===== src/rtl/alu_pkg.sv =====
// alu_pkg: shared opcode, width and FSM state definitions
// for the ALU sequencer slice.
package alu_pkg;

    localparam int OP_W   = 4;
    localparam int DATA_W = 32;

    localparam logic [OP_W-1:0] OP_AND = 4'd0;
    localparam logic [OP_W-1:0] OP_OR  = 4'd1;
    localparam logic [OP_W-1:0] OP_ADD = 4'd2;
    localparam logic [OP_W-1:0] OP_XOR = 4'd3;
    localparam logic [OP_W-1:0] OP_SLL = 4'd4;
    localparam logic [OP_W-1:0] OP_SRL = 4'd5;
    localparam logic [OP_W-1:0] OP_SUB = 4'd6;
    localparam logic [OP_W-1:0] OP_SRA = 4'd7;

    typedef enum logic [1:0] {
        S_IDLE = 2'd0,
        S_EXEC = 2'd1,
        S_RESP = 2'd2
    } state_t;

endpackage


===== src/rtl/alu_sequencer_if.sv =====
// alu_sequencer_if: command/response valid-ready bundle.
// master drives commands and consumes responses.
interface alu_sequencer_if;
    import alu_pkg::*;

    logic              cmd_valid;
    logic              cmd_ready;
    logic [OP_W-1:0]   cmd_op;
    logic [DATA_W-1:0] cmd_a;
    logic [DATA_W-1:0] cmd_b;
    logic              rsp_valid;
    logic              rsp_ready;
    logic [DATA_W-1:0] rsp_data;
    logic              rsp_zero;
    logic              rsp_err;

    modport master (
        output cmd_valid, cmd_op, cmd_a, cmd_b, rsp_ready,
        input  cmd_ready, rsp_valid, rsp_data, rsp_zero, rsp_err
    );

    modport slave (
        input  cmd_valid, cmd_op, cmd_a, cmd_b, rsp_ready,
        output cmd_ready, rsp_valid, rsp_data, rsp_zero, rsp_err
    );

endinterface


===== src/rtl/alu_core.sv =====
// alu_core: purely combinational 32-bit ALU.
// Illegal opcodes yield zero with err set.
module alu_core
    import alu_pkg::*;
(
    input  logic [OP_W-1:0]   op,
    input  logic [DATA_W-1:0] a,
    input  logic [DATA_W-1:0] b,
    output logic [DATA_W-1:0] result,
    output logic              zero,
    output logic              err
);

    logic [4:0] shamt;

    assign shamt = b[4:0];

    always_comb begin
        result = '0;
        err    = 1'b0;
        unique case (1'b1)
            (op == OP_AND): result = a & b;
            (op == OP_OR):  result = a | b;
            (op == OP_ADD): result = a + b;
            (op == OP_XOR): result = a ^ b;
            (op == OP_SLL): result = a << shamt;
            (op == OP_SRL): result = a >> shamt;
            (op == OP_SUB): result = a - b;
            (op == OP_SRA): result = $signed(a) >>> shamt;
            default:        err    = 1'b1;
        endcase
    end

    assign zero = (result == '0);

endmodule


===== src/rtl/alu_sequencer.sv =====
// alu_sequencer: IDLE/EXEC/RESP sequencer around alu_core
// with registered handshake outputs and a completion counter.
module alu_sequencer
    import alu_pkg::*;
#(
    parameter int CNT_W = 16
) (
    input  logic             clk,
    input  logic             rst_n,
    alu_sequencer_if.slave   bus,
    output logic             busy,
    output logic [CNT_W-1:0] op_count
);

    state_t            state;
    logic [OP_W-1:0]   op_r;
    logic [DATA_W-1:0] a_r;
    logic [DATA_W-1:0] b_r;
    logic [DATA_W-1:0] alu_res;
    logic              alu_zero;
    logic              alu_err;

    logic              ready_r;
    logic              valid_r;
    logic [DATA_W-1:0] data_r;
    logic              zero_r;
    logic              err_r;

    localparam logic [CNT_W-1:0] CNT_ONE = {{(CNT_W-1){1'b0}}, 1'b1};

    alu_core u_core (
        .op     (op_r),
        .a      (a_r),
        .b      (b_r),
        .result (alu_res),
        .zero   (alu_zero),
        .err    (alu_err)
    );

    // All outputs are registered alongside the state, so cmd_ready
    // never depends combinationally on cmd_valid or rsp_ready.
    always_ff @(posedge clk or negedge rst_n) begin
        if (!rst_n) begin
            state    <= S_IDLE;
            op_r     <= '0;
            a_r      <= '0;
            b_r      <= '0;
            ready_r  <= 1'b1;
            valid_r  <= 1'b0;
            data_r   <= '0;
            zero_r   <= 1'b1;
            err_r    <= 1'b0;
            busy     <= 1'b0;
            op_count <= '0;
        end else begin
            unique case (state)
                S_IDLE: begin
                    if (bus.cmd_valid) begin
                        op_r    <= bus.cmd_op;
                        a_r     <= bus.cmd_a;
                        b_r     <= bus.cmd_b;
                        ready_r <= 1'b0;
                        busy    <= 1'b1;
                        state   <= S_EXEC;
                    end
                end
                S_EXEC: begin
                    data_r  <= alu_res;
                    zero_r  <= alu_zero;
                    err_r   <= alu_err;
                    valid_r <= 1'b1;
                    state   <= S_RESP;
                end
                S_RESP: begin
                    if (bus.rsp_ready) begin
                        valid_r  <= 1'b0;
                        ready_r  <= 1'b1;
                        busy     <= 1'b0;
                        op_count <= op_count + CNT_ONE;
                        state    <= S_IDLE;
                    end
                end
                default: begin
                    valid_r <= 1'b0;
                    ready_r <= 1'b1;
                    busy    <= 1'b0;
                    state   <= S_IDLE;
                end
            endcase
        end
    end

    assign bus.cmd_ready = ready_r;
    assign bus.rsp_valid = valid_r;
    assign bus.rsp_data  = data_r;
    assign bus.rsp_zero  = zero_r;
    assign bus.rsp_err   = err_r;

endmodule


===== src/flat_wrapper.sv =====
// flat-port wrapper written by rule: the top's interface ports become plain ports
module alu_sequencer_flat import alu_pkg::*;
#(
    parameter int CNT_W = 16
)
  (clk, rst_n, busy, op_count, bus_cmd_valid, bus_cmd_op, bus_cmd_a, bus_cmd_b, bus_rsp_ready, bus_cmd_ready, bus_rsp_valid, bus_rsp_data, bus_rsp_zero, bus_rsp_err);
  alu_sequencer_if bus_i ();
  input  logic clk;
  input  logic rst_n;
  output logic busy;
  output logic [CNT_W-1:0] op_count;
  input wire logic [$bits(bus_i.cmd_valid)-1:0] bus_cmd_valid;
  input wire logic [$bits(bus_i.cmd_op)-1:0] bus_cmd_op;
  input wire logic [$bits(bus_i.cmd_a)-1:0] bus_cmd_a;
  input wire logic [$bits(bus_i.cmd_b)-1:0] bus_cmd_b;
  input wire logic [$bits(bus_i.rsp_ready)-1:0] bus_rsp_ready;
  output wire logic [$bits(bus_i.cmd_ready)-1:0] bus_cmd_ready;
  output wire logic [$bits(bus_i.rsp_valid)-1:0] bus_rsp_valid;
  output wire logic [$bits(bus_i.rsp_data)-1:0] bus_rsp_data;
  output wire logic [$bits(bus_i.rsp_zero)-1:0] bus_rsp_zero;
  output wire logic [$bits(bus_i.rsp_err)-1:0] bus_rsp_err;
  assign bus_i.cmd_valid = bus_cmd_valid;
  assign bus_i.cmd_op = bus_cmd_op;
  assign bus_i.cmd_a = bus_cmd_a;
  assign bus_i.cmd_b = bus_cmd_b;
  assign bus_i.rsp_ready = bus_rsp_ready;
  assign bus_cmd_ready = bus_i.cmd_ready;
  assign bus_rsp_valid = bus_i.rsp_valid;
  assign bus_rsp_data = bus_i.rsp_data;
  assign bus_rsp_zero = bus_i.rsp_zero;
  assign bus_rsp_err = bus_i.rsp_err;
  alu_sequencer #(.CNT_W(CNT_W)) u_core (.clk(clk), .rst_n(rst_n), .bus(bus_i), .busy(busy), .op_count(op_count));
endmodule

===== config.mk =====
export PLATFORM = sky130hd
export DESIGN_NAME = alu_sequencer_flat
export DESIGN_NICKNAME = d
export VERILOG_FILES = /design/src/rtl/alu_pkg.sv /design/src/rtl/alu_sequencer_if.sv /design/src/rtl/alu_core.sv /design/src/rtl/alu_sequencer.sv /design/src/flat_wrapper.sv
export SDC_FILE = /design/constraint.sdc
export NUM_CORES = 1
export LEC_CHECK = 0
export ABC_AREA = 1
export CAP_MARGIN = 30
export CORE_MARGIN = 3
export CORE_UTILIZATION = 54
export DETAILED_ROUTE_END_ITERATION = 16
export HOLD_SLACK_MARGIN = 0.05
export PLACE_DENSITY_LB_ADDON = 0.1
export SLEW_MARGIN = 20
export SYNTH_ARGS = -nofsm -noshare
export SYNTH_HDL_FRONTEND = slang
export SYNTH_SLANG_ARGS = --single-unit
export TNS_END_PERCENT = 5

===== constraint.sdc =====
create_clock -name clk -period 3.5 [get_ports clk]
set_input_delay 0.525 -clock clk [delete_from_list [all_inputs] [get_ports clk]]
set_output_delay 0.525 -clock clk [all_outputs]
set_load 0.02 [all_outputs]

==> metrics.txt <==
# TYPE chip_impl_metric gauge
chip_impl_metric{name="avgSynthCellArea",unit="µm²"} 6.02
chip_impl_metric{name="synth_fp_nets",unit=""} 2435
chip_impl_metric{name="synth-edff-count",unit=""} 0
chip_impl_metric{name="drt.antenna.violating_nets",unit=""} 0
chip_impl_metric{name="detail_route.vias_per_cell",unit=""} 6.02
chip_impl_metric{name="antenna_cells",unit=""} 0
chip_impl_info{name="critical_path_class",value="flop to flop"} 1
chip_impl_metric{name="floorplan.core_area",unit="µm²"} 24500
chip_impl_metric{name="ctsHtreeMaxLevel",unit=""} 4
chip_impl_metric{name="portBuffers",unit=""} 124
chip_impl_metric{name="ys_async_sr_fraction",unit="%"} 100
chip_impl_metric{name="final_critical_path_setup_slack",unit="ns"} -0.485
chip_impl_metric{name="num_vias",unit=""} 17170
chip_impl_metric{name="number_of_antenna_violations_at_the_first_check_in_global_routing",unit=""} 0
chip_impl_info{name="outcome",value="finished, violations left"} 1
chip_impl_metric{name="layout-drive-gt1-share",unit="%"} 16.3
chip_impl_metric{name="std_cell_rows",unit=""} 57
chip_impl_metric{name="timing.critical_path.arrival",unit="ns"} 4.36
chip_impl_metric{name="min_period",unit="ns"} 3.99
chip_impl_metric{name="holdBufCountCts",unit=""} 0
chip_impl_info{name="slowest_stage",value="sky130_fd_sc_hd__dfrtp_2"} 1
chip_impl_metric{name="clk_latency",unit="ns"} 0.44
chip_impl_metric{name="syn_inst",unit=""} 2264
chip_impl_metric{name="rr_worst_depth",unit=""} 26
chip_impl_metric{name="detail_route.wl_per_cell",unit="µm"} 21.7
chip_impl_metric{name="path_max_fanout",unit=""} 4
chip_impl_metric{name="postSynthRegisterBits",unit=""} 123
chip_impl_metric{name="setup_viol",unit=""} 13
chip_impl_metric{name="clk_pin_slew_worst_paths",unit="ns"} 0.07
chip_impl_metric{name="timing_hold_violations_final",unit=""} 0
chip_impl_metric{name="die_area",unit="µm²"} 27200
chip_impl_metric{name="tritoncts.num_buffers",unit=""} 17
chip_impl_info{name="rsz0062_at_grt",value="yes"} 1
chip_impl_metric{name="drc",unit=""} 0
chip_impl_info{name="cts_root_buf",value="sky130_fd_sc_hd__clkbuf_16"} 1
chip_impl_metric{name="detail_route.wirelength",unit="µm"} 61800
chip_impl_metric{name="clock_tree_skew_after_final_layout",unit="ns"} 0.0140
chip_impl_metric{name="max_cap_viols",unit=""} 0
chip_impl_metric{name="max-clock-path-buffers",unit=""} 2
chip_impl_info{name="cts_tree",value="done"} 1
chip_impl_metric{name="first_global_vias",unit=""} 15747
chip_impl_metric{name="fin_nets",unit=""} 2684
chip_impl_metric{name="gp_routability_congestion",unit=""} 1.16
chip_impl_info{name="violations",value="setup timing"} 1
chip_impl_metric{name="globalRouteTotalUtil",unit="%"} 44.7
chip_impl_metric{name="ys_types",unit=""} 55
chip_impl_metric{name="top_level_ports",unit=""} 125
chip_impl_metric{name="finalMaxSlewViolations",unit=""} 0
chip_impl_metric{name="f_max",unit="MHz"} 251
chip_impl_metric{name="die_w",unit="µm"} 165
chip_impl_metric{name="critical_path_required",unit="ns"} 3.87
chip_impl_metric{name="max_slew.worst_pin.slew",unit="ns"} 0.818
chip_impl_metric{name="fillCellCount",unit=""} 2049
chip_impl_metric{name="grt_pass1_wl",unit="µm"} 91900
chip_impl_metric{name="dp_hpwl",unit="µm"} 47500
chip_impl_metric{name="finalCritPeriodShare",unit="%"} 114
chip_impl_metric{name="share_of_synthesized_area_occupied_by_flip_flops_and_latches",unit="%"} 22.6
chip_impl_metric{name="area_growth_syn_to_layout",unit="%"} 27.4
chip_impl_metric{name="fin_tns_setup",unit="ns"} -2.22
chip_impl_metric{name="initial_utilization",unit="%"} 55.5
chip_impl_info{name="cp-start-kind",value="flop"} 1
chip_impl_info{name="critical_path.most_common_cell",value="sky130_fd_sc_hd__nand2_1"} 1
chip_impl_metric{name="first_pass_iters",unit=""} 6
chip_impl_metric{name="synth.yosys.warnings",unit=""} 0
chip_impl_metric{name="timing.slew.headroom",unit="%"} 45.5
chip_impl_metric{name="gr-total-overflow",unit=""} 0
chip_impl_metric{name="slowest_delay",unit="ns"} 0.42
chip_impl_metric{name="die_height",unit="µm"} 165
chip_impl_info{name="hp-class",value="primary input to async pin"} 1
chip_impl_metric{name="synthesis.area",unit="µm²"} 13600
chip_impl_info{name="yosys_most_used_dff",value="sky130_fd_sc_hd__dfrtp_1"} 1
chip_impl_metric{name="grt_max_degree",unit=""} 74
chip_impl_metric{name="clock_sink_count",unit=""} 123
chip_impl_metric{name="dr.first_iter.drc_count",unit=""} 2573
chip_impl_info{name="cp-end-kind",value="flop"} 1
cells in the final DEF, fill, tap and decap left out, drive strengths merged, types with 2 or more instances in the layout:
cell / n
ha: 98
xor2: 37
clkdlybuf4s50: 123
a221oi: 4
nor3: 15
nand3: 345
nor2: 190
nand2: 813
dfstp: 2
a21boi: 3
or2: 6
buf: 198
dfrtp: 121
o211ai: 16
xnor2: 7
o22ai: 2
clkinvlp: 2
o21ai: 138
clkbuf: 17
a211oi: 2
inv: 262
o2111ai: 3
a31oi: 12
nand3b: 14
clkinv: 5
o21bai: 2
nor4: 3
a21oi: 61
nand4: 15
a21o: 2
worst max-delay path: cells and delay by family (launching register included):
family,cells,cell delay (ns)
XOR/XNOR,1,0.17
flip-flops,1,0.42
adder cells (fa/ha/maj),2,0.54
AND/OR/NAND/NOR,19,2.26
buffers and inverters,2,0.23
AO/OA/AOI/OAI,2,0.30
worst paths after layout:
kind	slack, ns	end	from
max in group asynchronous	2.59	u_core.bus.cmd_ready	rst_n
hold / removal	0.05	u_core.bus.rsp_data[20]	rst_n
setup / recovery	-0.49	u_core.bus.rsp_zero	u_core.b_r[1]
min in group clk	0.48	u_core.busy	u_core.busy
hold reg to reg	0.48	u_core.busy	u_core.busy
setup reg to reg	-0.49	u_core.bus.rsp_zero	u_core.b_r[1]
routing by layer:
| metal | GRT usage [%] | part of all wire, % | vias to the layer above |
|---|---|---|---|
| li1 | - | - | 7785 |
| met1 | 60.3 | 39 | 7831 |
| met2 | 63.4 | 40 | 1296 |
| met3 | 12.4 | 13 | 258 |
| met4 | 26.7 | 8.0 | 0 |
| met5 | 0 | 0 | - |
logic make-up (layout without fill, tap and decap cells):
family / after synthesis / count (layout) / share of synthesized area (%)
buffers and inverters: 346 / 608 / 10.6
flip-flops: 123 / 123 / 22.6
AO/OA/AOI/OAI: 248 / 248 / 10.1
adder cells (fa/ha/maj): 99 / 99 / 9.15
XOR/XNOR: 44 / 44 / 2.83
multiplexers: 1 / 1 / 0.0735
AND/OR/NAND/NOR: 1403 / 1403 / 44.7
what timing repair did:
| item | CTS | global route |
|---|---|---|
| setup endpoints to repair | 15 | 26 |
| pin swaps | 10 | 40 |
| buffers inserted | 2 | 12 |
| gates cloned | 0 | 0 |
| gates resized for setup | 22 | 103 |
sequential cells by signal (all words and copies together) (netlist names):
name and cells:
u_core.busy 1, u_core.bus.rsp_err 1, u_core.b_r 32, u_core.op_r 4, u_core.state 2, u_core.bus.rsp_zero 1
u_core.bus.rsp_valid 1, u_core.bus.cmd_ready 1, u_core.op_count 16, u_core.bus.rsp_data 32, u_core.a_r 32
layout make-up:
type | instances | area, µm² | share of cell area (%)
Clock buffer | 17 | 425 | 2.45
Clock inverter | 15 | 156 | 0.901
Inverter | 255 | 963 | 5.55
Multi-Input combinational cell | 1795 | 9540 | 55.0
Sequential cell | 123 | 3080 | 17.8
Tap cell | 324 | 405 | 2.34
Timing Repair Buffer | 321 | 2780 | 16.0
synthesized netlist by cell type, types with 4 or more instances:
library cell | n | area, µm²
sky130_fd_sc_hd__clkbuf_1 | 38 | 143
sky130_fd_sc_hd__nor2_1 | 180 | 676
sky130_fd_sc_hd__a21oi_1 | 58 | 290
sky130_fd_sc_hd__nand3_1 | 336 | 1680
sky130_fd_sc_hd__xor2_1 | 37 | 324
sky130_fd_sc_hd__o21ai_0 | 120 | 601
sky130_fd_sc_hd__buf_2 | 26 | 130
sky130_fd_sc_hd__a31oi_1 | 12 | 75.1
sky130_fd_sc_hd__nand2_4 | 8 | 90.1
sky130_fd_sc_hd__nand3b_1 | 14 | 105
sky130_fd_sc_hd__or2_2 | 5 | 31.3
sky130_fd_sc_hd__dfrtp_1 | 121 | 3030
sky130_fd_sc_hd__o211ai_1 | 16 | 120
sky130_fd_sc_hd__nor2_2 | 7 | 43.8
sky130_fd_sc_hd__ha_1 | 98 | 1230
sky130_fd_sc_hd__o21ai_1 | 17 | 85.1
sky130_fd_sc_hd__buf_1 | 12 | 45.0
sky130_fd_sc_hd__xnor2_1 | 7 | 61.3
sky130_fd_sc_hd__nand4_1 | 14 | 87.6
sky130_fd_sc_hd__nand3_2 | 9 | 90.1
sky130_fd_sc_hd__nand2_2 | 22 | 138
sky130_fd_sc_hd__buf_4 | 4 | 30.0
sky130_fd_sc_hd__inv_1 | 245 | 920
sky130_fd_sc_hd__nand2_1 | 783 | 2940
sky130_fd_sc_hd__inv_2 | 8 | 30.0
sky130_fd_sc_hd__buf_6 | 10 | 113
sky130_fd_sc_hd__nor3_1 | 11 | 55.1
sky130_fd_sc_hd__a221oi_1 | 4 | 35.0
through the flow:
stage                     instances  area, µm²  hold slack, ns  utilization (%)  setup WS (ns)
after detailed placement       2804      16200           0.470             66.1         -0.471
after global placement         2804      16200           0.454             66.1         -0.408
final                          2850      17400          0.0545             70.7         -0.485
after floorplan                2264      13600           0.229                -         -0.188
after global routing           2850      17400          0.0893             70.7         -0.714
after CTS                      2838      16900          0.0645             68.8         -0.262
Power is left out: the tool's default activity adds up to more than one toggle a clock period on the data nets, which glitch-free logic cannot reach.
